## src/rtl/seq_pkg.sv

```systemverilog
// Shared types and sizing for the program sequencer: FSM states, store geometry
// and the NOP instruction placed on the bus outside of issue cycles.
package seq_pkg;

  localparam int DEPTH = 16;
  localparam int AW    = 4;
  localparam int LW    = 5;
  localparam logic [LW-1:0] FULL_LEN = 5'd16;
  localparam logic [15:0]   NOP_INST = 16'h0000;

  typedef enum logic [1:0] {
    ST_IDLE  = 2'd0,
    ST_ISSUE = 2'd1,
    ST_CAPT  = 2'd2,
    ST_DONE  = 2'd3
  } state_e;

endpackage

```

## src/rtl/seq_prog_mem.sv

```systemverilog
// Program store: 16x16 words, synchronous write, asynchronous read.
// Contents are deliberately not reset; the sequencer's length register gates access.
module seq_prog_mem
  import seq_pkg::*;
(
  input  logic          clk,
  input  logic          we,
  input  logic [AW-1:0] waddr,
  input  logic [15:0]   wdata,
  input  logic [AW-1:0] raddr,
  output logic [15:0]   rdata
);

  logic [15:0] mem_q [DEPTH];

  // write port
  always_ff @(posedge clk) begin
    if (we) begin
      mem_q[waddr] <= wdata;
    end
  end

  assign rdata = mem_q[raddr];

endmodule

```

## src/rtl/prog_sequencer.sv

```systemverilog
// Loads a short program, then replays it to an external processor one instruction
// every two cycles (issue, then capture), with repeat passes, halt-on-zero and abort.
module prog_sequencer
  import seq_pkg::*;
(
  input  logic        clk,
  input  logic        rst_n,
  input  logic        load_valid,
  input  logic [15:0] load_data,
  output logic        load_ready,
  input  logic        clear,
  input  logic        start,
  input  logic [3:0]  rep_count,
  input  logic        halt_on_zero,
  input  logic        abort,
  output logic [15:0] inst,
  input  logic [7:0]  result_in,
  input  logic        zero_in,
  output logic        res_valid,
  output logic [7:0]  res_data,
  output logic        busy,
  output logic        done,
  output logic        halted_zero
);

  state_e          state_q, state_d;
  logic [LW-1:0]   prog_len_q, prog_len_d;
  logic [AW-1:0]   pc_q, pc_d;
  logic [3:0]      pass_q, pass_d;
  logic [3:0]      rep_q, rep_d;
  logic            hoz_q, hoz_d;
  logic            zero_q, zero_d;
  logic            halted_q, halted_d;
  logic [7:0]      res_data_q, res_data_d;
  logic [15:0]     inst_q, inst_d;
  logic            res_valid_q, res_valid_d;
  logic            busy_q, busy_d;
  logic            done_q, done_d;
  logic            mem_we_s;
  logic            load_ready_s;
  logic [15:0]     mem_rdata_s;

  seq_prog_mem u_mem (
    .clk   (clk),
    .we    (mem_we_s),
    .waddr (prog_len_q[AW-1:0]),
    .wdata (load_data),
    .raddr (pc_d),
    .rdata (mem_rdata_s)
  );

  // next-state, datapath and registered-output decode
  always_comb begin
    state_d      = state_q;
    prog_len_d   = prog_len_q;
    pc_d         = pc_q;
    pass_d       = pass_q;
    rep_d        = rep_q;
    hoz_d        = hoz_q;
    zero_d       = zero_q;
    halted_d     = halted_q;
    res_data_d   = res_data_q;
    mem_we_s     = 1'b0;
    load_ready_s = (state_q == ST_IDLE) && (prog_len_q < FULL_LEN) && !start && !clear;

    case (state_q)
      ST_IDLE: begin
        if (clear) begin
          prog_len_d = 5'd0;
        end else if (start && (prog_len_q != 5'd0)) begin
          pc_d     = 4'd0;
          pass_d   = 4'd0;
          rep_d    = rep_count;
          hoz_d    = halt_on_zero;
          halted_d = 1'b0;
          state_d  = ST_ISSUE;
        end else if (load_valid && load_ready_s) begin
          mem_we_s   = 1'b1;
          prog_len_d = prog_len_q + 5'd1;
        end else begin
          state_d = ST_IDLE;
        end
      end
      ST_ISSUE: begin
        if (abort) begin
          state_d = ST_IDLE;
        end else begin
          res_data_d = result_in;
          zero_d     = zero_in;
          state_d    = ST_CAPT;
        end
      end
      ST_CAPT: begin
        // abort outranks every normal capture transition
        if (abort) begin
          state_d = ST_IDLE;
        end else if (zero_q && hoz_q) begin
          halted_d = 1'b1;
          state_d  = ST_DONE;
        end else if (({1'b0, pc_q} + 5'd1) < prog_len_q) begin
          pc_d    = pc_q + 4'd1;
          state_d = ST_ISSUE;
        end else if (pass_q < rep_q) begin
          pass_d  = pass_q + 4'd1;
          pc_d    = 4'd0;
          state_d = ST_ISSUE;
        end else begin
          state_d = ST_DONE;
        end
      end
      ST_DONE: begin
        state_d = ST_IDLE;
      end
      default: begin
        state_d = ST_IDLE;
      end
    endcase

    // outputs are decoded from the next state so they appear registered
    inst_d      = (state_d == ST_ISSUE) ? mem_rdata_s : NOP_INST;
    busy_d      = (state_d == ST_ISSUE) || (state_d == ST_CAPT);
    res_valid_d = (state_d == ST_CAPT);
    done_d      = (state_d == ST_DONE);
  end

  // state and output registers
  always_ff @(posedge clk or negedge rst_n) begin
    if (!rst_n) begin
      state_q     <= ST_IDLE;
      prog_len_q  <= 5'd0;
      pc_q        <= 4'd0;
      pass_q      <= 4'd0;
      rep_q       <= 4'd0;
      hoz_q       <= 1'b0;
      zero_q      <= 1'b0;
      halted_q    <= 1'b0;
      res_data_q  <= 8'h00;
      inst_q      <= NOP_INST;
      res_valid_q <= 1'b0;
      busy_q      <= 1'b0;
      done_q      <= 1'b0;
    end else begin
      state_q     <= state_d;
      prog_len_q  <= prog_len_d;
      pc_q        <= pc_d;
      pass_q      <= pass_d;
      rep_q       <= rep_d;
      hoz_q       <= hoz_d;
      zero_q      <= zero_d;
      halted_q    <= halted_d;
      res_data_q  <= res_data_d;
      inst_q      <= inst_d;
      res_valid_q <= res_valid_d;
      busy_q      <= busy_d;
      done_q      <= done_d;
    end
  end

  assign load_ready  = load_ready_s;
  assign inst        = inst_q;
  assign res_valid   = res_valid_q;
  assign res_data    = res_data_q;
  assign busy        = busy_q;
  assign done        = done_q;
  assign halted_zero = halted_q;

endmodule
```

## config.mk

```make
export PLATFORM = sky130hd
export DESIGN_NAME = prog_sequencer
export DESIGN_NICKNAME = d
export VERILOG_FILES = /design/src/rtl/seq_pkg.sv /design/src/rtl/seq_prog_mem.sv /design/src/rtl/prog_sequencer.sv
export SDC_FILE = /design/constraint.sdc
export NUM_CORES = 1
export LEC_CHECK = 0
export CELL_PAD_IN_SITES_DETAIL_PLACEMENT = 1
export CELL_PAD_IN_SITES_GLOBAL_PLACEMENT = 1
export CORE_AREA = 2 2 188 134
export DETAILED_ROUTE_END_ITERATION = 8
export DIE_AREA = 0 0 190 136
export PLACE_DENSITY_LB_ADDON = 0.1
export RECOVER_POWER = 25
export SYNTH_ARGS = -nofsm -noshare
export SYNTH_HDL_FRONTEND = slang
export SYNTH_SLANG_ARGS = --single-unit
```

## constraint.sdc

```tcl
create_clock -name clk -period 4.87 [get_ports clk]
set_input_delay 0.974 -clock clk [delete_from_list [all_inputs] [get_ports clk]]
set_output_delay 0.974 -clock clk [all_outputs]
set_load 0.03 [all_outputs]
```

; Word-level counts from Yosys, hierarchy flattened
; Memory sizes are Yosys's and may differ from the RTL's.
; Index checks and enable logic that the tools add are counted.
[word_totals]
reg_bits = 49
ramBits = 256
n_memories = 1
[mem_list]
columns = memory, depth, word_bits, rd, rd_clocked_by_memory_dff, write_ports, line
row1 = u_mem.mem_q, 16, 16, 1, 0, 1, seq_prog_mem.sv:14  ; logic [15:0] mem_q [DEPTH];
[classes]
addsub = 4
order_cmp = 3
eq_ne = 14
mux = 38
bitwise = 2
reduce_logical = 18
[ops]
columns = operator, n
row1 = $mux 4, 12
row2 = $mux 16, 1
row3 = $mux 2, 8
row4 = $pmux 4 s2, 2
row5 = $mux 5, 3
row6 = $ne 2x2->1 const B, 7
row7 = $mux 1, 10
row8 = $add 4x1->4 const B, 2
row9 = $eq 2x2->1 const B, 4
row10 = $pmux 2 s4, 1
row11 = $reduce_and 7->1, 1
row12 = $logic_and 1x1->1, 6
row13 = $reduce_and 3->1, 2
row14 = $add 4x1->5 const B, 1
row15 = $add 5x1->5 const B, 1
row16 = $lt 5x5->1, 1
row17 = $lt 5x5->1 const B, 1
row18 = $reduce_and 5->1, 1
row19 = $reduce_bool 5->1, 1
row20 = $eq 2x1->1 const B, 2
row21 = $lt 4x4->1, 1
row22 = $reduce_bool 2->1, 2
row23 = $logic_not 1->1, 2
row24 = $logic_not 2->1, 1
row25 = other kinds (5), 6

; Longest topological paths before layout
; Gate-level depths: netlist (run 1).
[logic_depth]
ltp_word = 11
ltp_mapped = 19
mapped_depth_nobuf = 17

; Modules after synthesis
; Synthesis (run 1) repeated with hierarchy kept, for this count alone.
[unflattened]
hier_cells = 608
hier_area_um2 = 11984.0
[modules_own_cells]
columns = module, instances, cells_per_inst, area_per_inst_um2, seq_area_each_um2
row1 = seq_prog_mem, 1, 416, 9721.8, 7687.4
row2 = prog_sequencer, 1, 192, 2262.2, 1226.2

; Worst setup path after synthesis (run 1)
; OpenSTA, ideal clock, no wires.
[synth_path]
path_kind = input port to flip-flop
startpoint = input port start
endpoint = memory u_mem.mem_q[3][0] (enable)
arrival_time_ns = 3.885
setup_slack_ns = 0.576
cell_stages = 5
n_path_buf = 1
path_cell_list = nor4b_1 > and2_1 > clkbuf_1 > nand2_1 > nor3_1
[synth_between]
elab_chain_len = 10
word_cells_on_any_way = 11
[synth_lines]
columns = item, line
row1 = from (decl), prog_sequencer.sv:12  ; input logic start,
row2 = $logic_not 1->1, prog_sequencer.sv:64  ; load_ready_s = (state_q == ST_IDLE) && (prog_len_q < FULL_LEN) && !start && !clear;
row3 = $logic_and 1x1->1 (2 in a row), prog_sequencer.sv:64
row4 = $logic_and 1x1->1, prog_sequencer.sv:77  ; end else if (load_valid && load_ready_s) begin
row5 = $mux 1, prog_sequencer.sv:77
row6 = $mux 1 (*), prog_sequencer.sv:70  ; end else if (start && (prog_len_q != 5'd0)) begin
row7 = $mux 1 (*), prog_sequencer.sv:68  ; if (clear) begin
row8 = $mux 1 (*), prog_sequencer.sv:66  ; case (state_q)
row9 = $mux 1 (*), seq_prog_mem.sv:18  ; if (we) begin
row10 = $mux 1 (not written as such) (*), seq_prog_mem.sv:19  ; mem_q[waddr] <= wdata;
row11 = to (decl), seq_prog_mem.sv:14
; Mark *: on every way between the ends. The rest lies on a longest branch, timed or not.

; Worst setup path in the final report (run 1)
[layout_path]
startpoint = register pc_q[0]
endpoint = register inst_q[10], in the netlist inst[10]
[layout_between]
elab_chain_len = 8
word_cells_on_any_way = 17
[layout_lines]
columns = item, line
row1 = from (decl), prog_sequencer.sv:28  ; logic [AW-1:0] pc_q, pc_d;
row2 = from (signal assigned), prog_sequencer.sv:145  ; pc_q <= pc_d;
row3 = $add 4x1->5, prog_sequencer.sv:100  ; end else if (({1'b0, pc_q} + 5'd1) < prog_len_q) begin
row4 = $lt 5x5->1, prog_sequencer.sv:100
row5 = $mux 4 / $mux 2 (equally long branches), prog_sequencer.sv:100
row6 = $mux 4 / $mux 2 (equally long branches), prog_sequencer.sv:97  ; end else if (zero_q && hoz_q) begin
row7 = $mux 4 / $mux 2 (equally long branches), prog_sequencer.sv:95  ; if (abort) begin
row8 = $pmux 4 s2 / $pmux 2 s4 (equally long branches), prog_sequencer.sv:66
row9 = $mem_v2 16x16 / $eq 2x1->1 (equally long branches), -
row10 = $mux 16 (*), prog_sequencer.sv:120  ; inst_d = (state_d == ST_ISSUE) ? mem_rdata_s : NOP_INST;
row11 = net inst_d[10], prog_sequencer.sv:35  ; logic [15:0] inst_q, inst_d;
row12 = to (signal assigned), prog_sequencer.sv:152  ; inst_q <= inst_d;
row13 = to (decl), prog_sequencer.sv:35
; Mark *: on every way through the listed nets, which the timed path passes. The rest lies on a longest branch.
; A chain may end at the register's enable or synchronous reset.

==> flow_summary_export.csv, run 1 <==
group,metric,value,unit
layout,n_antenna_cell,0,
synthesis,yosysTopAreaCell,"edfxtp_1",
synthesis,synth_cells,761,
clocking,path_clk_slew,0.06,ns
critical_path,cp_max_fo,48,
synthesis,ys_types,53,
sta,worst_pin_slew,3.04,ns
synthesis,async_reset_ff_share,16.1,%
sta,fin_setup_tns,0,ns
job,cap_violations,1,
synthesis,synth.top_cell.area_share,63.4,%
layout,drive_above_1_share,13.8,%
worst_hold_path,hold_path_startpoint,"rep_q[0]",
floorplanning,rows,48,
synthesis,synth_xor_area_share,0.217,%
sta,period_minus_slack,4.45,ns
floorplanning,die_area,25800,um2
critical_path,critical_path_class,"reg2reg",
place,place_ws,0.463,ns
critical_path,arrival,4.85,ns
floorplanning,die_y,136,um
clocking,ctsResizeCount,0,
sta,post-route-period-util,91.3,%
floorplanning,dieWidth,190,um
route,met1Wirelength,14300,um
layout,final_cell_area,14300,um2
synthesis,synth_top_family_by_area,"multiplexers",
synthesis,ys_seq_area_share,73.6,%
route,viasPerCell,5.87,
synthesis,synth_simple_gate_area_share,5.94,%
clocking,cts.path.max_buffers,3,
route,drt-wirelength-per-cell,25.5,um
worst_hold_path,hold_path_class,"reg2reg",
critical_path,rr_startpoint,"pc_q[0]",
sta,rsz0062_at_grt,"false",
synthesis,yosys_register_bits,305,
critical_path,r2r_slack,0.42,ns
place,dp_hpwl,18800,um
clocking,cts_tree,"yes",
route,wl_met3,1700,um
place,port_buffers,64,
clocking,clk_latency,0.55,ns
layout,area_growth,18.0,%
floorplanning,core_area,24200,um2
synthesis,synthFlopType,"edfxtp_1",
synthesis,synth_edf_count,256,
global_route,grt_max_degree,50,
sta,fmax,225,MHz
critical_path,end_kind,"register",
power,leakage,4.92,nW
floorplanning,ios,65,
route,drtAntennaViolNets,0,
critical_path,cp-start-kind,"register",
layout,layout_commonest_cell,"edfxtp_1",
clocking,hold_buffers,0,
sta,drv_slew,50,
critical_path,cp.required,5.27,ns
clocking,cts_num_sinks,305,
route,dr.pass1.iters,5,
sta,setup_slack,0.424,ns
route,dr.max_layer_used,"met5",
status,violations,"capacitance limit, slew limit",
route,drc,0,
synthesis,netlist_area,12100,um2
global_route,overflow,0,
sta,finClkSkew,0.0121,ns
global_route,track_usage,24.2,%
critical_path,r2r-end,"inst[10]",
power,ir_worst_vdd,0.411,mV
clocking,postCtsSetupBuffers,0,
worst_hold_path,hold_depth,2,
power,powerDensity,445,nW/um2
synthesis,avgSynthCellArea,15.9,um2
synthesis,synth_nets,813,
route,dr_wl_met2,14100,um
worst_hold_path,whs_endpoint,"rep_q[0]",
global_route,antenna_found_initial,1,
synthesis,yosys-top-cells-area,"edfxtp_1 63%, dfrtp_1 10%, mux2i_1 5.3%",
clocking,cts_root_buf,"clkbuf_16",
route,drt_iter0_markers,622,
sta,setup_violations,0,
layout,final_nets,904,
critical_path,worstRegToRegCells,15,
sta,relSlewSlack,-103,%
synthesis,synth_warnings,0,
place,gp_congestion,0.802,
synthesis,synthAdderAreaFrac,1.65,%
global_route,grt_pass1_vias,7545,
place,postPlaceCellArea,13300,um2
floorplanning,start_util,50.1,%
clocking,h-tree-depth,1,
synthesis,synth.mux.area_fraction,9.10,%
synthesis,synth-compound-area-share,7.68,%
route,vias,7045,
route,wl,30600,um
layout,final_cell_mix,"256 x edfxtp_1, 67 x nand2_1, 64 x mux2i_1",
clocking,cts_buffers,30,
global_route,grt_pass1_wl,46100,um
status,outcome,"finished with violations",
sta,hold_violations,0,
per-layer routing:
metal | up-vias | track usage (%)
li1 | 3142 | -
met1 | 3661 | 35.9
met2 | 203 | 38.4
met3 | 37 | 4.16
met4 | 2 | 4.52
met5 | - | 0
power by group:
part           internal (mW)  total [mW]  switching [mW]  leakage, nW
Clock                   1.35        2.31           0.958        0.486
Combinational          0.394        1.04           0.651         1.48
Sequential              2.94        3.01          0.0725         2.95
cell type report:
| cell class | instances | area [um2] |
|---|---|---|
| Tap cell | 325 | 407 |
| Clock buffer | 37 | 818 |
| Fill cell | 2203 | 9900 |
| Timing Repair Buffer | 96 | 910 |
| Multi-Input combinational cell | 404 | 3020 |
| Inverter | 15 | 58.8 |
| Clock inverter | 19 | 178 |
| Sequential cell | 305 | 8910 |
synth_stat cells, types with 2 or more instances:
library cell and n:
edfxtp_1 256, nand2_1 67, mux2i_1 64, dfrtp_1 49, a21oi_1 37, a221oi_1 30
nor2_1 23, clkbuf_1 22, mux2_2 22, mux2_1 19, ha_1 16, or4_1 16
a22o_1 15, o22ai_1 15, inv_1 13, o21ai_0 12, buf_2 9, nand3_1 8
nand2b_1 6, nor3_1 6, or3_1 4, a211o_1 3, and2_1 3, buf_1 3
o21a_1 3, xor2_1 3, a21o_1 2, a2bb2oi_1 2, and3_1 2, buf_6 2
inv_2 2, nand4_1 2, nor3b_1 2, nor4b_1 2, o21ai_1 2, or2_2 2
kinds of logic (layout without fill, tap and decap cells):
logic type / Yosys count / in the layout
AO/OA/AOI/OAI: 132 / 132
XOR/XNOR: 3 / 3
adder cells (fa/ha/maj): 16 / 16
buffers and inverters: 52 / 167
flip-flops: 305 / 305
multiplexers: 105 / 105
AND/OR/NAND/NOR: 148 / 148
flip-flops by register name, indices dropped and copies added, names as in the netlist:
name and cells:
busy 1, done 1, halted_zero 1, hoz_q 1
inst 16, pass_q 4, pc_q 4, prog_len_q 5
rep_q 4, res_data 8, res_valid 1, state_q 2
u_mem.mem_q 256, zero_q 1
worst max-delay path, cell delays in order, from the launching register on:
cell and delay, ns:
dfrtp_1 0.45, ha_1 0.21, nand2b_1 0.13, nand2_1 0.07, ha_1 0.30, a21o_1 0.12
a31oi_1 0.05, o21ai_1 0.59, a21o_1 0.23, a22oi_4 0.09, inv_4 0.51, buf_12 0.29
buf_12 0.22, mux2i_1 0.25, a221oi_1 0.13, or4_1 0.57
worst max-delay path by stage:
stage,startpoint,to,depth (start not counted)
after global placement,clear,inst[1],10
final,pc_q[0],inst[10],15
after global routing,pc_q[0],inst[13],17
after floorplan,start,u_mem.mem_q[3][0],5
after CTS,pc_q[0],inst[10],15
after detailed placement,abort,inst[5],9
metrics by stage:
step | total power, mW | hold WS (ns) | instances | utilization [%]
after floorplan | 3.69 | 0.446 | 761 | -
after global placement | 4.06 | 0.468 | 1145 | 55.0
after detailed placement | 4.11 | 0.463 | 1145 | 55.0
after CTS | 6.42 | 0.490 | 1201 | 59.1
after global routing | 6.61 | 0.527 | 1201 | 59.1
final | 6.37 | 0.488 | 1201 | 59.1
Power figures use the tool's default switching activity.
==> run 2: changes to the inputs <==
Settings changed: CAP_MARGIN set to 20, CELL_PAD_IN_SITES_DETAIL_PLACEMENT 1 to unset, CELL_PAD_IN_SITES_GLOBAL_PLACEMENT 1 to unset, CORE_AREA 2 2 188 134 to 2 2 181 130, DIE_AREA 0 0 190 136 to 0 0 183 132, PLACE_DENSITY set to 0.73, PLACE_DENSITY_LB_ADDON 0.1 to unset, REMOVE_ABC_BUFFERS set to 1.
==> flow_summary_export.csv, run 2 (synthesized netlist as in run 1, its figures left out) <==
group,metric,value,unit
layout,register_area,8910,um2
sta,rsz0062_at_grt,"false",
critical_path,cp.required,5.27,ns
critical_path,cp_slowest_stage_delay,0.81,ns
critical_path,slowest_stage,"or3_1",
route,viasPerCell,6.00,
floorplanning,start_util,54.3,%
clocking,cts_root_buf,"clkbuf_16",
critical_path,critPathCapture,"inst[10]",
job,cap_violations,1,
clocking,ctsResizeCount,0,
floorplanning,die_y,132,um
worst_hold_path,hold_path_class,"reg2reg",
place,place_ws,0.449,ns
global_route,grt_pass1_vias,7209,
critical_path,cp_top_family,"simple AND/OR/NAND/NOR gates",
clocking,path_clk_slew,0.06,ns
critical_path,critical_path_class,"reg2reg",
sta,period_minus_slack,4.52,ns
sta,worst_pin_slew,3.11,ns
global_route,antenna_found_initial,2,
critical_path,cp.depth,17,
sta,setup_slack,0.355,ns
route,drt_iter0_markers,739,
layout,largest_register,"u_mem.mem_q",
route,drc,0,
sta,fin_setup_tns,0,ns
global_route,overflow,0,
critical_path,crit_chain,"ha_1 -> nand2b_1 -> nand2_1 -> ha_1 -> a21o_1 -> a31oi_1 -> o21ai_1 -> nand2_1 -> a21oi_1 -> or2_2 -> inv_1 -> ha_1 -> nand2_1 -> o21bai_1 -> or3_1 -> o22ai_1 -> or4_1",
layout,multi_input_area,3010,um2
critical_path,cp-start-kind,"register",
sta,fmax,221,MHz
route,vias,7003,
status,outcome,"finished with violations",
critical_path,arrival,4.91,ns
place,dp_hpwl,16900,um
clocking,h-tree-depth,1,
critical_path,worstRegToRegCells,17,
critical_path,r2r-end,"inst[10]",
layout,final_cell_mix,"256 x edfxtp_1, 67 x nand2_1, 64 x mux2i_1",
sta,finClkSkew,0.0122,ns
critical_path,r2r_slack,0.35,ns
global_route,track_usage,22.8,%
sta,post-route-period-util,92.7,%
clocking,cts_num_sinks,305,
power,powerDensity,443,nW/um2
critical_path,end_kind,"register",
power,ir_worst_vdd,0.489,mV
critical_path,cp-startpoint,"pc_q[0]",
worst_hold_path,hold_depth,2,
layout,largest_reg_flops,256,
clocking,cts_tree,"yes",
clocking,cts_buffers,29,
critical_path,cp_max_fo,16,
clocking,clk_latency,0.54,ns
route,wl,27400,um
layout,layout_commonest_cell,"edfxtp_1",
sta,drv_slew,50,
sta,setup_violations,0,
sta,relSlewSlack,-107,%
sta,hold_violations,0,
global_route,grt_max_degree,50,
critical_path,rr_startpoint,"pc_q[0]",
clocking,cts.path.max_buffers,3,
floorplanning,dieWidth,183,um
clocking,hold_buffers,0,
clocking,postCtsSetupBuffers,0,
floorplanning,core_area,22300,um2
status,violations,"capacitance limit, slew limit",
layout,drive_above_1_share,13.1,%
route,drtAntennaViolNets,0,
critical_path,crit_buf_inv,1,
place,gp_congestion,0.847,
floorplanning,rows,46,
route,dr.pass1.iters,5,
floorplanning,die_area,24200,um2
global_route,grt_pass1_wl,41500,um
route,drt-wirelength-per-cell,23.5,um
layout,final_nets,907,
floorplanning,ios,65,
power,leakage,4.95,nW
layout,fillers,1568,
layout,area_growth,17.8,%
place,port_buffers,64,
-- run 2: cell count changes in the layout (fill, tap and decap cells not counted), sizes merged --
cell | before | now
diode | 0 | 2
clkinvlp | 4 | 1
dlygate4sd3 | 9 | 7
bufinv | 3 | 5
clkdlybuf4s50 | 54 | 56
buf | 32 | 36
clkbuf | 38 | 36
-- run 2: how the worst min path moves through the flow --
stage,from,to,slack [ns]
2_1_floorplan,hoz_q,hoz_q,0.45
3_3_place_gp,hoz_q,hoz_q,0.47
3_5_place_dp,rep_q[0],rep_q[0],0.46
4_1_cts,rep_q[0],rep_q[0],0.48
5_1_grt,res_data[0],res_data[0],0.52
6_report,rep_q[0],rep_q[0],0.48
-- run 2: layout make-up --
| type | count | area share (%) |
|---|---|---|
| multi-input cells | 404 | 21.1 |
| diodes | 2 | 0.0350 |
| clock inverters | 18 | 1.55 |
| inverters | 15 | 0.412 |
| well taps | 288 | 2.52 |
| repair buffers | 100 | 6.58 |
| clock buffers | 35 | 5.38 |
| flip-flops and latches | 305 | 62.4 |
-- run 2: power breakdown --
group	internal [mW]	total (mW)	switching, mW
Clock	1.38	2.31	0.922
Sequential	2.94	3.01	0.0735
Combinational	0.379	1.01	0.626
-- run 2: metal layers --
layer | track usage (%) | share of wire, %
met5 | 0 | 0
met4 | 6.18 | 2.5
met3 | 4.48 | 7.2
met2 | 36.7 | 47
met1 | 32.1 | 43
-- run 2: worst min-delay path, delay by kind of cell (launching register included) --
kind	cells	cell delay [ns]
flops	1	0.34
simple gates	2	0.10
-- run 2: through the flow --
step	std cells	area, um2	hold WS (ns)	total power, mW	util [%]
global route	1166	14300	0.521	6.55	63.9
finish	1167	14300	0.478	6.33	63.9
global placement	1112	13300	0.471	4.01	59.5
floorplan	724	11900	0.446	3.67	-
CTS	1165	14300	0.479	6.35	63.9
detailed placement	1112	13300	0.463	4.06	59.5
==> run 3: changes to the inputs <==
Settings changed: RECOVER_POWER 25 to unset.
==> flow_summary_export.csv, run 3 (synthesized netlist as in run 1, its figures left out) <==
group,metric,value,unit
route,viasPerCell,6.02,
critical_path,cp.required,5.27,ns
route,dr.pass1.iters,6,
layout,register_area,8910,um2
route,wl,27400,um
power,ir_worst_vdd,0.489,mV
layout,final_cell_mix,"256 x edfxtp_1, 67 x nand2_1, 64 x mux2i_1",
sta,hold_violations,0,
clocking,ctsResizeCount,0,
clocking,hold_buffers,0,
power,p_comb_share,15.9,%
sta,drv_slew,0,
global_route,grt_max_degree,50,
clocking,path_clk_slew,0.06,ns
critical_path,cp-start-kind,"register",
place,dp.cells,1112,
sta,hold_ws,0.478,ns
clocking,cts_tree,"yes",
worst_hold_path,hold_path_class,"reg2reg",
critical_path,critical_path_class,"reg2reg",
layout,fillers,1568,
route,drt-wirelength-per-cell,23.5,um
global_route,overflow,0,
layout,multi_input_area,3010,um2
critical_path,cp_max_fo,16,
layout,drive_above_1_share,13.2,%
global_route,grt_pass1_vias,7209,
critical_path,slowest_stage,"or3_1",
critical_path,cp_slowest_stage_delay,0.80,ns
layout,largest_register,"u_mem.mem_q",
clocking,cts_buffers,29,
floorplanning,core_area,22300,um2
job,cap_violations,0,
power,total_power,6.33,mW
route,drt_iter0_markers,730,
sta,fin_setup_tns,0,ns
power,p_int,4.71,mW
power,powerDensity,443,nW/um2
sta,worst_pin_slew,1.08,ns
floorplanning,die_area,24200,um2
power,seqPwrFrac,47.6,%
global_route,grt_pass1_wl,41500,um
sta,relSlewSlack,27.5,%
layout,largest_reg_flops,256,
route,vias,7028,
layout,area_growth,17.9,%
floorplanning,start_util,54.3,%
floorplanning,dieWidth,183,um
route,drtAntennaViolNets,0,
layout,fin_cells,1167,
route,dr_wl_met2,13000,um
status,outcome,"complete, no violations",
clocking,postCtsSetupBuffers,0,
sta,setup_violations,0,
global_route,antenna_found_initial,2,
place,dp_hpwl,16900,um
route,met1Wirelength,11700,um
sta,rsz0062_at_grt,"false",
sta,fmax,223,MHz
place,port_buffers,64,
sta,period_minus_slack,4.49,ns
route,dr.max_layer_used,"met4",
power,p_sw_share,25.6,%
sta,finClkSkew,0.0120,ns
clocking,h-tree-depth,1,
place,gp_congestion,0.847,
global_route,track_usage,22.8,%
floorplanning,rows,46,
clocking,cts_root_buf,"clkbuf_16",
floorplanning,die_y,132,um
power,leakage,4.95,nW
sta,post-route-period-util,92.2,%
layout,finish.utilization,64.0,%
layout,final_nets,907,
clocking,cts_num_sinks,305,
route,wl_met3,2000,um
critical_path,crit_chain,"ha_1 -> nand2b_1 -> nand2_1 -> ha_1 -> a21o_1 -> a31oi_1 -> o21ai_1 -> nand2_1 -> a21oi_1 -> or2_2 -> inv_1 -> ha_1 -> nand2_1 -> o21bai_1 -> or3_1 -> o22ai_1 -> or4_1",
critical_path,arrival,4.88,ns
power,power_switching,1.62,mW
layout,layout_commonest_cell,"edfxtp_1",
clocking,cts.path.max_buffers,3,
clocking,clk_latency,0.54,ns
power,p_clk_share,36.5,%
route,drc,0,
critical_path,end_kind,"register",
floorplanning,ios,65,
run 3: changes by cell type in the layout (fill, tap and decap cells not counted):
cell,delta
clkdlybuf4s50_1,+7
clkbuf_1,-1
buf_4,+1
dlygate4sd3_1,-7
run 3: area by class of cell:
type | instances | share of cell area [%]
antenna | 2 | 0.0350
sequential | 305 | 62.4
multi-input combinational | 404 | 21.1
inverter | 15 | 0.412
clock inverter | 18 | 1.55
clock buffer | 35 | 5.38
tap | 288 | 2.52
timing repair buffer | 100 | 6.60
run 3: final timing paths:
kind                           from     endpoint  slack [ns]  cells after the start
max in group asynchronous     rst_n      inst[1]        3.79                      2
min                        rep_q[0]     rep_q[0]        0.48                      2
min in group asynchronous     rst_n  res_data[0]        0.58                      2
max reg2reg                 pc_q[0]     inst[10]        0.38                     17
min reg2reg                rep_q[0]     rep_q[0]        0.48                      2
max                         pc_q[0]     inst[10]        0.38                     17
run 3: worst max-delay path, delay by kind of cell, from the launching register on:
family	cells	cell delay, ns
buf+inv	1	0.06
compound gates	6	1.28
flops	1	0.44
simple gates	7	1.84
fa+ha+maj	3	0.72
run 3: power by group through the flow:
stage / clock (mW) / sequential (mW) / combinational (mW)
after floorplan: 0 / 3.16 / 0.510
after global placement: 0 / 3.06 / 0.949
after detailed placement: 0 / 3.07 / 0.997
after CTS: 2.34 / 3.01 / 1.00
after global routing: 2.44 / 3.02 / 1.08
final: 2.31 / 3.01 / 1.01
run 3: through the flow:
| stage | instance area, um2 | worst slack [ns] |
|---|---|---|
| after floorplan | 11900 | 0.0699 |
| after global placement | 13300 | 0.670 |
| after detailed placement | 13300 | 0.449 |
| after CTS | 14300 | 0.417 |
| after global routing | 14300 | 0.0740 |
| final | 14300 | 0.382 |
run 3: layer usage:
metal / vias to the layer above / global-route usage, %
li1: 3156 / -
met5: - / 0
met3: 58 / 4.48
met4: 0 / 6.18
met1: 3560 / 32.1
met2: 254 / 36.7
